File: config.mk
export PLATFORM = sky130hd
export DESIGN_NAME = inference_port_filter
export DESIGN_NICKNAME = d
export VERILOG_FILES = /design/src/rtl/inference_port_filter.sv
export SDC_FILE = /design/constraint.sdc
export NUM_CORES = 2
export LEC_CHECK = 0
export CELL_PAD_IN_SITES_DETAIL_PLACEMENT = 1
export CELL_PAD_IN_SITES_GLOBAL_PLACEMENT = 2
export CORE_MARGIN = 2
export CORE_UTILIZATION = 30
export CTS_CLUSTER_DIAMETER = 100
export DETAILED_ROUTE_END_ITERATION = 16
export HOLD_SLACK_MARGIN = 0.05
export PLACE_DENSITY = 0.78
export REMOVE_ABC_BUFFERS = 1
export SLEW_MARGIN = 25
export SYNTH_ARGS = -nofsm -noshare
export SYNTH_HDL_FRONTEND = slang
export SYNTH_SLANG_ARGS = --single-unit
File: constraint.sdc
create_clock -name axis_aclk -period 3.4 [get_ports axis_aclk]
set_input_delay 0.68 -clock axis_aclk [delete_from_list [all_inputs] [get_ports axis_aclk]]
set_output_delay 0.68 -clock axis_aclk [all_outputs]
set_load 0.01 [all_outputs]
File: src/rtl/inference_port_filter.sv
// -----------------------------------------------------------------------------
// inference_port_filter
//
// Purpose: passes through only IPv4 / UDP packets addressed to MATCH_PORT
// (the inference traffic port). Every other packet is consumed and discarded.
// The decision needs two beats: the Ethernet/IPv4 header sits in beat 0 and the
// UDP destination port sits in beat 1. Beat 0 is therefore held back until
// beat 1 arrives. The whole packet is then either forwarded unmodified or dropped.
//
// Ports:
//   axis_aclk, axis_resetn    clock, asynchronous active-low reset
//   packet_in_axis_*          upstream AXI-Stream slave (tdata/tkeep/tuser/
//                             tvalid/tlast in, tready out)
//   packet_out_axis_*         downstream AXI-Stream master (registered)
//   pass_count, drop_count    wrapping per-packet counters
//   state_dbg                 current FSM state (HDR0=0 HDR1=1 PASS=2
//                             DRAIN=3 DROP=4)
//
// Handshake: a beat transfers on a rising edge where tvalid and tready are both
// high. A master holds tvalid and its payload stable until that edge. tready
// never depends on tvalid. Byte i of tdata is tdata[8i+7:8i], and multi-byte
// fields are big-endian across ascending byte indices.
// -----------------------------------------------------------------------------
module inference_port_filter #(
  parameter int          TDATA_WIDTH = 256,
  parameter int          TUSER_WIDTH = 128,
  parameter logic [15:0] MATCH_PORT  = 16'h1F90,
  localparam int         TKEEP_WIDTH = TDATA_WIDTH / 8
) (
  input  logic                   axis_aclk,
  input  logic                   axis_resetn,

  input  logic [TDATA_WIDTH-1:0] packet_in_axis_tdata,
  input  logic [TKEEP_WIDTH-1:0] packet_in_axis_tkeep,
  input  logic [TUSER_WIDTH-1:0] packet_in_axis_tuser,
  input  logic                   packet_in_axis_tvalid,
  input  logic                   packet_in_axis_tlast,
  output logic                   packet_in_axis_tready,

  output logic [TDATA_WIDTH-1:0] packet_out_axis_tdata,
  output logic [TKEEP_WIDTH-1:0] packet_out_axis_tkeep,
  output logic [TUSER_WIDTH-1:0] packet_out_axis_tuser,
  output logic                   packet_out_axis_tvalid,
  output logic                   packet_out_axis_tlast,
  input  logic                   packet_out_axis_tready,

  output logic [31:0]            pass_count,
  output logic [31:0]            drop_count,
  output logic [2:0]             state_dbg
);

  typedef enum logic [2:0] {
    HDR0  = 3'd0,
    HDR1  = 3'd1,
    PASS  = 3'd2,
    DRAIN = 3'd3,
    DROP  = 3'd4
  } state_t;

  typedef struct packed {
    logic [TDATA_WIDTH-1:0] data;
    logic [TKEEP_WIDTH-1:0] keep;
    logic [TUSER_WIDTH-1:0] user;
    logic                   last;
  } beat_t;

  function automatic logic [7:0] byte_of(input logic [TDATA_WIDTH-1:0] d,
                                         input int unsigned idx);
    return d[8*idx +: 8];
  endfunction

  state_t      state;
  beat_t       in_beat;
  beat_t       out_beat;
  beat_t       hold_beat;
  logic        out_valid;
  logic        hold_valid;
  logic        hdr_ok;
  logic [31:0] pass_cnt;
  logic [31:0] drop_cnt;

  logic        ready_c;
  logic        in_fire;
  logic        out_fire;
  logic        beat0_ok;
  logic        beat1_ok;

  assign in_beat = {packet_in_axis_tdata, packet_in_axis_tkeep,
                    packet_in_axis_tuser, packet_in_axis_tlast};

  // Beat 0 must be IPv4 with a 20-byte header (0x45), carry UDP, and not be
  // the last beat of the packet. tuser plays no part in the decision.
  assign beat0_ok = (byte_of(in_beat.data, 12) == 8'h08) &&
                    (byte_of(in_beat.data, 13) == 8'h00) &&
                    (byte_of(in_beat.data, 14) == 8'h45) &&
                    (byte_of(in_beat.data, 23) == 8'h11) &&
                    !in_beat.last;

  // The UDP destination port occupies bytes 4..5 of beat 1. Both bytes must be valid.
  assign beat1_ok = (in_beat.keep[5:4] == 2'b11) &&
                    ({byte_of(in_beat.data, 4), byte_of(in_beat.data, 5)} == MATCH_PORT);

  always_comb begin
    ready_c = 1'b0;
    unique case (state)
      HDR0:    ready_c = !out_valid && !hold_valid;
      HDR1:    ready_c = 1'b1;
      PASS:    ready_c = !hold_valid;
      DRAIN:   ready_c = 1'b0;
      DROP:    ready_c = 1'b1;
      default: ready_c = 1'b0;
    endcase
  end

  // tready is forced low while reset is asserted, even though HDR0 with both
  // slots empty would otherwise advertise readiness.
  assign packet_in_axis_tready = axis_resetn & ready_c;
  assign in_fire  = packet_in_axis_tvalid & packet_in_axis_tready;
  assign out_fire = out_valid & packet_out_axis_tready;

  always_ff @(posedge axis_aclk or negedge axis_resetn) begin
    if (!axis_resetn) begin
      state      <= HDR0;
      out_beat   <= '0;
      hold_beat  <= '0;
      out_valid  <= 1'b0;
      hold_valid <= 1'b0;
      hdr_ok     <= 1'b0;
      pass_cnt   <= '0;
      drop_cnt   <= '0;
    end else begin
      unique case (state)
        HDR0: begin
          if (in_fire) begin
            hold_beat <= in_beat;
            hdr_ok    <= beat0_ok;
            if (in_beat.last) begin
              hold_valid <= 1'b0;
              drop_cnt   <= drop_cnt + 32'd1;
            end else begin
              hold_valid <= 1'b1;
              state      <= HDR1;
            end
          end
        end

        HDR1: begin
          if (in_fire) begin
            if (hdr_ok && beat1_ok) begin
              // OUT is guaranteed empty here because HDR0 only accepts with both slots free.
              out_beat   <= hold_beat;
              out_valid  <= 1'b1;
              hold_beat  <= in_beat;
              hold_valid <= 1'b1;
              pass_cnt   <= pass_cnt + 32'd1;
              state      <= in_beat.last ? DRAIN : PASS;
            end else begin
              hold_valid <= 1'b0;
              drop_cnt   <= drop_cnt + 32'd1;
              state      <= in_beat.last ? HDR0 : DROP;
            end
          end
        end

        PASS, DRAIN: begin
          // Two-entry skid. OUT refills from HOLD first, then straight from the input.
          // An input beat arrives only while HOLD is empty, because tready is
          // !hold_valid in PASS and low in DRAIN.
          if (out_fire || !out_valid) begin
            if (hold_valid) begin
              out_beat   <= hold_beat;
              out_valid  <= 1'b1;
              hold_valid <= 1'b0;
            end else if (in_fire) begin
              out_beat  <= in_beat;
              out_valid <= 1'b1;
            end else begin
              out_valid <= 1'b0;
            end
          end else if (in_fire) begin
            hold_beat  <= in_beat;
            hold_valid <= 1'b1;
          end

          if (state == PASS) begin
            if (in_fire && in_beat.last) state <= DRAIN;
          end else if (!out_valid && !hold_valid) begin
            state <= HDR0;
          end
        end

        DROP: begin
          if (in_fire && in_beat.last) state <= HDR0;
        end

        default: state <= HDR0;
      endcase
    end
  end

  assign packet_out_axis_tdata  = out_beat.data;
  assign packet_out_axis_tkeep  = out_beat.keep;
  assign packet_out_axis_tuser  = out_beat.user;
  assign packet_out_axis_tlast  = out_beat.last;
  assign packet_out_axis_tvalid = out_valid;
  assign pass_count             = pass_cnt;
  assign drop_count             = drop_cnt;
  assign state_dbg              = state;

endmodule

==> metrics.txt <==
number of antenna violations at the first check in global routing 32; Peak supply drop roughly 0.5 mV; number of stages on the worst setup path 5; Critical Path End Type output pin; flops & latches, synth 904; TritonCTS Sinks 904; Static Leak 0.0219 uW; wire length of the first global-routing pass 204 mm; Met3 Routed Length 9.28 mm; total routed wirelength between 100 and 150 mm; count of flip-flops with a built-in enable after synthesis 0; data arrival time of the critical path 2610 ps; clock-pin slew on the worst setup and hold paths ~50 ps; setup fix buffers added after clock tree synthesis 0; total number of vias 28100; number of global-route vias before repair 30800; grt ovf 0; IO Count ~910; sum of negative setup slack 0 ps; Clk Latency, worst-skew pair 720 ps; share of the yosys chip area belonging to registers 0.584; status complete, no violations; highest-count cells in the layout ignoring fill and taps sky130_fd_sc_hd__clkdlybuf4s50_1, sky130_fd_sc_hd__dfrtp_1, sky130_fd_sc_hd__a21o_1, sky130_fd_sc_hd__o221a_2, sky130_fd_sc_hd__mux2_2; sum of met2 wire segment lengths after detailed routing 65.5 mm; uppermost routed layer met5; initial drt markers 2104; area leader, netlist sky130_fd_sc_hd__dfrtp_1; core footprint roughly 0.13 mm^2; Filler cells 13100; peak fanout along the critical path 28; maximum clock frequency 0.304 GHz; critical path cell sequence dlygate4sd3_1, buf_8, buf_4, o21a_1, clkdlybuf4s50_1; setup slack of the worst register-to-register path 620 ps; Pre-antenna DRT Iters 5; Final HPWL DP 95.2 mm; maximum clock skew at final layout about 30 ps; headroom to the max-slew limit 0.342; routed wire length per instance 25.3 um; Max Transition Viols Final 0; I/O Buffers 906; Placement Cell Area about 0.050 mm^2; effective utilization at floorplan 0.303; pin count of the biggest net entering global routing around 170; number of H-tree levels 3; CP required about 2700 ps; TritonCTS clock tree yes; cell types with the largest area share after synthesis sky130_fd_sc_hd__dfrtp_1, sky130_fd_sc_hd__o221a_2, sky130_fd_sc_hd__mux2_2; Synth Flop Type sky130_fd_sc_hd__dfrtp_1; pre-CTS setup slack -347 ps; number of warnings issued by yosys 0; summed area of non-filler cells in the final layout 0.0540 mm^2; critical register-to-register path endpoint packet_out_axis_tuser[24]$_DFFE_PN0P_; portion of synthesized cell area occupied by the leading cell type 0.584; antenna-violating nets left 0; ratio of cells with drive above 1 in the final layout 0.307; final hold viol count 0; number of maximum-capacitance constraint violations 0; worst-case clock buffer depth 3; FF/Latch Area 0.0226 mm^2; clock root buffer sky130_fd_sc_hd__clkbuf_16; RSZ-0062 raised after global routing no; least setup slack across all paths after layout 113 ps; wl on met1 roughly 55 mm; Finish-stage setup viols 0; Area growth syn-to-layout 39.4%; Final Core Density 0.422; combined buffer and inverter count along the critical path 4; weighted congestion at the end of routability-driven global placement 0.808; vias per std cell 5.24; total track usage 0.201; area of the die 0.132 mm^2; Site Rows 131; Final Power 45800 uW; power density over the cells 848 mW/mm^2; RR Startpoint state_dbg[0]$_DFFE_PN0P_; number of instances resized during post-cts repair 0; worst setup path startpoint axis_resetn; kind of cell adding the most delay to the critical path buffers and inverters; Synth Area per Inst 14.4 um^2; Post-Synthesis Cells 2696; classification of the worst-slack hold path flop to flop; drc violations 0; number of cells on the worst reg-to-reg path 8; leading cell type in the layout, fill and taps excluded sky130_fd_sc_hd__clkdlybuf4s50_1; number of buffers created by CTS 102; transition at the pin with the smallest max-transition slack 986 ps; final clock period utilization by the worst path 0.967; delay contributed by the slowest stage of the critical path 620 ps; vertical extent of the die 363 um; final critical delay including setup and external delays about 3300 ps; number of nets at the end of the flow 4030; share of flip-flops with an asynchronous set or reset 1.00; critical path start-end classification primary input to output pin; combined area of the multi-input logic cells 0.0149 mm^2; Critical Path End packet_in_axis_tready; Distinct cells, synth 50; total standard cell area after synthesis 0.0387 mm^2; width of the die 363 um; cell at the slowest stage of the critical path sky130_fd_sc_hd__clkdlybuf4s50_1; CP Launch Type primary input
[worst min path at each step]
stage / from / endpoint / slack, ps / depth (start not counted)
2_1_floorplan: axis_resetn / drop_count[0]$_DFFE_PN0P_ / 380 / 0
3_3_place_gp: pass_count[31]$_DFFE_PN0P_ / pass_count[31]$_DFFE_PN0P_ / 460 / 1
3_5_place_dp: pass_count[31]$_DFFE_PN0P_ / pass_count[31]$_DFFE_PN0P_ / 460 / 1
4_1_cts: pass_count[31]$_DFFE_PN0P_ / pass_count[31]$_DFFE_PN0P_ / 470 / 1
5_1_grt: pass_count[31]$_DFFE_PN0P_ / pass_count[31]$_DFFE_PN0P_ / 490 / 1
6_report: pass_count[31]$_DFFE_PN0P_ / pass_count[31]$_DFFE_PN0P_ / 460 / 1
[per-layer routing]
metal | vias to the layer above | GRT usage
li1 | 12200 | -
met1 | 14800 | 0.244
met2 | 804 | 0.328
met3 | 271 | 0.0615
met4 | 30 | 0.0862
met5 | - | 0
[power breakdown]
| part | total (uW) | internal [uW] | switching (uW) |
|---|---|---|---|
| logic | 15400 | 9860 | 5490 |
| clock network | 11300 | 6550 | 4710 |
| registers | 19200 | 15800 | 3400 |
| total | 45800 | 32200 | 13600 |
[layout make-up]
type / count / area share
Sequential cell: 904 / 0.419
Multi-Input combinational cell: 1537 / 0.276
Timing Repair Buffer: 1052 / 0.201
Clock buffer: 147 / 0.0558
Tap cell: 1662 / 0.0385
Clock inverter: 40 / 0.00786
Antenna cell: 17 / 0.000788
Inverter: 10 / 0.000695
[repair_timing]
item / 4_1_cts / 5_1_grt
hold buffers: 2 / 0
setup endpoints to repair: 0 / 0
endpoints found under the hold margin: 16 / 0
[cells by family after synthesis]
| kind of cell | share of synthesized area |
|---|---|
| flip-flops | 0.584 |
| AO/OA/AOI/OAI | 0.206 |
| multiplexers | 0.135 |
| buffers and inverters | 0.0319 |
| AND/OR/NAND/NOR | 0.0285 |
| XOR/XNOR | 0.0142 |
| adder cells (fa/ha/maj) | 0.000646 |
[through the flow]
stage	instances	hold slack [ps]
final	5369	461
after global routing	5367	492
after CTS	5352	468
after detailed placement	5163	461
after global placement	5163	457
after floorplan	2451	384
[cell usage after synthesis, drive strengths merged (2+ instances only)]
library cell    n
xor2           23
and4            5
inv            10
o221a         417
mux2          421
xnor2          40
nor3           22
nand3          25
nor4           17
o21a            2
a211oi          2
or3b            2
a21o          417
dfrtp         904
nand2b          5
clkbuf        150
and3           11
or4b            2
or3             2
nand4b          2
a31oi           2
a21oi           2
ha              2
nor2b           3
nor2           28
nor4b           6
o2111ai         5
nand4          30
nand2          29
o21ai           3
and2            3
buf            95
[flip-flops by register name (all words and copies together) (netlist names)]
register	count
drop_count	32
hdr_ok	1
hold_beat	417
hold_valid	1
packet_out_axis_tdata	256
packet_out_axis_tkeep	32
packet_out_axis_tlast	1
packet_out_axis_tuser	128
packet_out_axis_tvalid	1
pass_count	32
state_dbg	3
Note: power is estimated with default switching activity, not from simulation.
